## src/rtl/periph_bus_pkg.sv

```systemverilog
// periph_bus_pkg: shared types and constants for the peripheral bus controller
package periph_bus_pkg;
  typedef enum logic [1:0] {IDLE, SETUP, ACCESS, RESP} state_t;
  localparam int NUM_SLV = 8;
  localparam int DEF_DATA_W = 32;
  localparam int DEF_ADDR_W = 12;
endpackage

```

## src/rtl/onehot8_enc.sv

```systemverilog
// onehot8_enc: one-hot select to slave index, valid only when exactly one bit is set
module onehot8_enc
  import periph_bus_pkg::*;
(
  input  logic [NUM_SLV-1:0] sel,
  output logic [2:0]         idx,
  output logic               valid
);
  assign idx = {|sel[7:4], |{sel[7:6], sel[3:2]}, |{sel[7], sel[5], sel[3], sel[1]}};
  assign valid = |sel && ~|(sel & (sel - 8'd1));
endmodule

```

## src/rtl/periph_bus_ctrl.sv

```systemverilog
// periph_bus_ctrl: converts one core load/store into an APB-style SETUP/ACCESS transfer with timeout
module periph_bus_ctrl
  import periph_bus_pkg::*;
#(
  parameter int DATA_W  = DEF_DATA_W,
  parameter int ADDR_W  = DEF_ADDR_W,
  parameter int TIMEOUT = 15
) (
  input  logic                      clk_i,
  input  logic                      rst_ni,
  input  logic                      req_i,
  input  logic                      we_i,
  input  logic [NUM_SLV-1:0]        sel_i,
  input  logic [ADDR_W-1:0]         addr_i,
  input  logic [DATA_W-1:0]         wdata_i,
  output logic                      busy_o,
  output logic                      done_o,
  output logic                      err_o,
  output logic [DATA_W-1:0]         rdata_o,
  output logic [NUM_SLV-1:0]        psel_o,
  output logic                      penable_o,
  output logic                      pwrite_o,
  output logic [ADDR_W-1:0]         paddr_o,
  output logic [DATA_W-1:0]         pwdata_o,
  input  logic [NUM_SLV*DATA_W-1:0] prdata_i,
  input  logic [NUM_SLV-1:0]        pready_i,
  input  logic [NUM_SLV-1:0]        pslverr_i
);
  localparam int CW = $clog2(TIMEOUT + 1);
  state_t state, state_n;
  logic [CW-1:0] cnt;
  logic [NUM_SLV-1:0] enc_sel;
  logic [2:0] idx;
  logic vld, rdy, slverr, timeout;
  logic [DATA_W-1:0] rd;
  // In IDLE the encoder validates the incoming select; afterwards it indexes the captured one
  assign enc_sel = state == IDLE ? sel_i : psel_o;
  onehot8_enc u_enc (.sel(enc_sel), .idx(idx), .valid(vld));
  assign rdy = pready_i[idx];
  assign slverr = pslverr_i[idx];
  assign rd = prdata_i[idx*DATA_W +: DATA_W];
  assign timeout = cnt == CW'(TIMEOUT);
  // Next-state: invalid selects skip the bus and report straight from RESP
  always_comb begin
    state_n = IDLE;
    state_n = state == IDLE   ? (req_i ? (vld ? SETUP : RESP) : IDLE) :
              state == SETUP  ? ACCESS :
              state == ACCESS ? ((rdy || timeout) ? RESP : ACCESS) : IDLE;
  end
  // State, counter and all outputs are registered from the next state
  always_ff @(posedge clk_i) begin
    if (!rst_ni) begin
      state     <= IDLE;
      cnt       <= '0;
      busy_o    <= 1'b0;
      done_o    <= 1'b0;
      err_o     <= 1'b0;
      rdata_o   <= '0;
      psel_o    <= '0;
      penable_o <= 1'b0;
      pwrite_o  <= 1'b0;
      paddr_o   <= '0;
      pwdata_o  <= '0;
    end else begin
      state     <= state_n;
      cnt       <= state == SETUP ? '0 : (state == ACCESS && !timeout) ? cnt + 1'b1 : cnt;
      busy_o    <= state_n != IDLE;
      done_o    <= state_n == RESP;
      err_o     <= state_n == RESP && (state == IDLE || !rdy || slverr);
      penable_o <= state_n == ACCESS;
      psel_o    <= state_n == SETUP ? sel_i : state_n == RESP ? '0 : psel_o;
      if (state_n == RESP) rdata_o <= (state == ACCESS && rdy && !pwrite_o) ? rd : '0;
      if (state_n == SETUP) begin
        pwrite_o <= we_i;
        paddr_o  <= addr_i;
        pwdata_o <= wdata_i;
      end
    end
  end
endmodule

```

## config.mk

```make
export PLATFORM = sky130hd
export DESIGN_NAME = periph_bus_ctrl
export DESIGN_NICKNAME = d
export VERILOG_FILES = /design/src/rtl/periph_bus_pkg.sv /design/src/rtl/onehot8_enc.sv /design/src/rtl/periph_bus_ctrl.sv
export SDC_FILE = /design/constraint.sdc
export NUM_CORES = 1
export LEC_CHECK = 0
export CAP_MARGIN = 5
export CORE_AREA = 2 2 163 165
export CTS_CLUSTER_SIZE = 8
export DETAILED_ROUTE_END_ITERATION = 10
export DIE_AREA = 0 0 165 167
export GPL_TIMING_DRIVEN = 1
export SYNTH_ARGS = -nofsm -noshare
export SYNTH_HDL_FRONTEND = slang
export SYNTH_SLANG_ARGS = --single-unit
```

## constraint.sdc

```tcl
create_clock -name clk_i -period 2.64 [get_ports clk_i]
set_clock_uncertainty 0.2 [all_clocks]
set_input_delay 0.66 -clock clk_i [delete_from_list [all_inputs] [get_ports clk_i]]
set_output_delay 0.66 -clock clk_i [all_outputs]
set_load 0.02 [all_outputs]
```

==> impl.org <==
** Setup path
- Cell occurring most often along the worst timing path :: sky130_fd_sc_hd__buf_6
- Grouping stages by cell kind, the critical path spends the most delay in compound AO/OA/AOI/OAI gates.
- Startpoint class of the critical path :: flop
- Walking the worst path, the cells encountered are inv_2, ha_4, buf_6, nor3_4, buf_6, o22a_4, buf_6, a211oi_4, o21bai_4, a21boi_4, buf_12, buf_16, mux2i_1.
- Slowest Stage Delay on Critical Path :: 330 ps
- CP Data Arrival Time :: 2830 ps
- Buffers & Inverters on Critical Path :: 6
- Of all nets on the critical path, the largest fanout is 8.
- STA puts the critical path data required time at 2730 ps.
- The worst setup path is captured at a flop.
- On the critical path, the stage with the largest delay is an instance of sky130_fd_sc_hd__dfxtp_2.
- Category of the critical setup timing path :: reg2reg

** Drt
- Dividing the detail-routed via count by the number of cells gives 4.83.
- Number of detailed-routing iterations run before antenna repair :: 5
- Detail-routed net length per standard cell :: 19.1 um
- The final route contains 8,303 vias.
- The first routing iteration left 396 violations.
- Once detail routing completed, the nets flagged for antenna violations numbered 0.
- Summed over all layers, the routed wires come to 32,900 um.
- After detailed routing, the number of remaining DRC violations is 0.

** Clock tree
- Deepest clock path buffer count :: 2
- Root buffer selected by CTS :: sky130_fd_sc_hd__clkbuf_16
- Counting the buffers created by CTS gives 9.
- Clock sink count :: 95
- Clock transition at the registers of the reported paths :: 80 ps
- CTS H-tree lvls :: 3
- TritonCTS built the clock tree.
- Insertion delay of the later-clocked pin in the worst-skew pair :: 360 ps

** Placed design
- Input and output buffers added on the ports amount to 416.
- At the end of routability-driven placement, the weighted congestion stood at 0.839.
- After detailed placement, the total cell area comes to 11,600 sq um.
- DP HPWL :: 24,200 um

** Yosys
- Synthesis produced a netlist whose cell count is 907.
- Count of distinct cell types in the synthesized netlist :: 44
- After synthesis, the share of flip-flops with an asynchronous set or reset is 0%.
- For this run, the register share of the synthesized area comes to 29.4%.
- After synthesis the netlist holds a flip-flop and latch count of 95.
- Total number of yosys warnings :: 0
- EDFF count, synth :: 0
- Net count after synthesis :: 1,239
- Summed instance area of the synthesized netlist :: 6470 sq um
- Synthesized area per cell :: 7.13 sq um
- In the synthesized netlist the dominant register cell turns out to be sky130_fd_sc_hd__dfxtp_1.

** Cells and area
- From synthesis to final layout, the design area changed by 102%.
- Most common library cell in the layout ignoring fill and taps :: sky130_fd_sc_hd__clkdlybuf4s50_1
- Commonest non-fill, non-tap cells in the layout :: 407 x sky130_fd_sc_hd__clkdlybuf4s50_1, 400 x sky130_fd_sc_hd__nand2_1, 93 x sky130_fd_sc_hd__dfxtp_1
- Nets@finish :: 1,708
- Post-route cell area :: 13,000 sq um
- Fraction of layout cells with a size suffix above 1 :: 15.6%

** STA
- Share of the clock period used by the worst path after layout :: 104%
- Setup violations remaining at the end of the flow were counted as 77.
- For the finished layout, the period the worst path requires is 2740 ps.
- The worst pin sits at a relative slew slack of 60.8%.
- Setup slack on the critical path of the routed design comes to -99.9 ps.
- The final number of max-transition violations is 0.
- Total Neg Setup Slack :: -4360 ps
- Maximum operating frequency :: 0.365 GHz
- Least-Margin Pin Slew :: 588 ps
- The count of final hold-check violations is 0.
- Hold is met by 255 ps.
- Setup repair after global routing could not meet its margin everywhere.

** Pwr
- Cell Pwr Density :: 798 nW/um^2
- Peak supply drop :: 433 uV
- P_leak :: 5.24 nW

** Hold path
- Class of the worst hold path :: reg2reg

** Floorplanning
- In this run the core area contains 59 standard-cell rows.
- The die covers 27,600 sq um.
- Count of pins on the block boundary :: 417
- For this configuration, the core starts out at a cell density of 25.1%.
- Die extent in x :: 165 um
- Core footprint :: 25,800 sq um
- Chip Height :: 167 um

** Global route
- After global routing the overflow that remains totals 0.
- The number of antenna violations at the first check in global routing came to 6.
- Maximum number of pins on one net before global-route repair :: 143
- Via count of the first global-routing pass :: 8,223
- First-pass GRT wire length :: 47,200 um
- Global routing used 22.5% of the available tracks.

** Status
- The flow ran to the end, but the final reports show violations.
- The checks that failed: negative setup slack.

** Job
- Max-cap check violation count :: 0
synth_stat cells (all sizes together), types with 4 or more instances:
cell type / n / area share (%)
nand2: 400 / 23
dfxtp: 95 / 29
mux2i: 88 / 14
a311oi: 66 / 8.9
and3: 66 / 6.4
clkbuf: 49 / 2.8
o21bai: 34 / 4.0
buf: 30 / 3.1
nand3: 11 / 0.85
nor2: 11 / 0.64
nor3: 8 / 0.62
a21oi: 5 / 0.56
nor3b: 5 / 0.66
a211oi: 4 / 0.62
ha: 4 / 0.77
inv: 4 / 0.23
o22ai: 4 / 0.58
repair_timing:
| action | in CTS | in global routing |
|---|---|---|
| resized for setup | 84 | 34 |
| endpoints found under the hold margin | 0 | 0 |
| setup buffers | 13 | 7 |
| endpoints found under the setup margin | 90 | 87 |
| pin swaps | 21 | 13 |
| hold buffers | 0 | 0 |
| cloned | 9 | 5 |
power by group:
part,switching (mW),leakage [nW],internal [mW],total (mW)
clock network,0.683,0.150,0.678,1.36
registers,0.132,0.772,1.64,1.77
logic,3.59,4.31,3.68,7.27
tightest hold or removal path, stage by stage, from the launching register on:
cell and delay [ps]:
sky130_fd_sc_hd__dfxtp_1 310, sky130_fd_sc_hd__nand2_1 50, sky130_fd_sc_hd__mux2i_1 50
layout make-up:
cell class,count,area (sq um)
diodes,4,10.0
clock buffers,9,225
clock inverters,7,86.3
fillers,2418,12700
inverters,4,15.0
multi-input cells,729,4680
flip-flops and latches,95,1900
well taps,335,419
repair buffers,537,5710
kinds of logic (layout without fill, tap and decap cells):
group / after synthesis / after routing / share of synthesized area, %
other: 0 / 4 / 0
DFF: 95 / 95 / 29.4
adders and majority gates: 4 / 4 / 0.774
muxes: 88 / 88 / 13.6
buffers and inverters: 83 / 557 / 6.17
xor gates and xnor gates: 2 / 2 / 0.271
and+or+nand+nor: 509 / 509 / 33.2
AOI/OAI and AO/OA: 126 / 126 / 16.6
through the flow:
step                      power (mW)  worst slack, ps  std cells  util [%]
after floorplan                 4.90             4.95        907         -
after global placement          7.50             -648       1667      44.9
after detailed placement        7.53             -659       1667      44.9
after CTS                       10.0            -73.3       1704      49.2
after global routing            11.0             -211       1720      50.6
final                           10.4            -99.9       1720      50.6
flip-flops by register name, summed over array words and instances, names as in the netlist:
| register | flops |
|---|---|
| psel_o | 8 |
| pwdata_o | 32 |
| rdata_o | 32 |
| busy_o | 1 |
| err_o | 1 |
| state | 2 |
| cnt | 4 |
| pwrite_o | 1 |
| paddr_o | 12 |
| done_o | 1 |
| penable_o | 1 |
layer usage:
metal | GRT usage [%] | vias up | share of wire [%]
li1 | - | 4081 | -
met1 | 27.2 | 3830 | 41
met2 | 39.2 | 333 | 49
met3 | 4.68 | 55 | 6.6
met4 | 7.33 | 4 | 2.7
met5 | 0 | - | 0.082
worst paths after layout:
check	start	to	slack [ps]	cells past startpoint
setup / recovery	state[0]	pwdata_o[2]	-100	13
hold / removal	rdata_o[31]	rdata_o[31]	260	2
setup reg to reg	state[0]	pwdata_o[2]	-100	13
hold reg to reg	rdata_o[31]	rdata_o[31]	260	2
(Power assumes the default switching activity.)
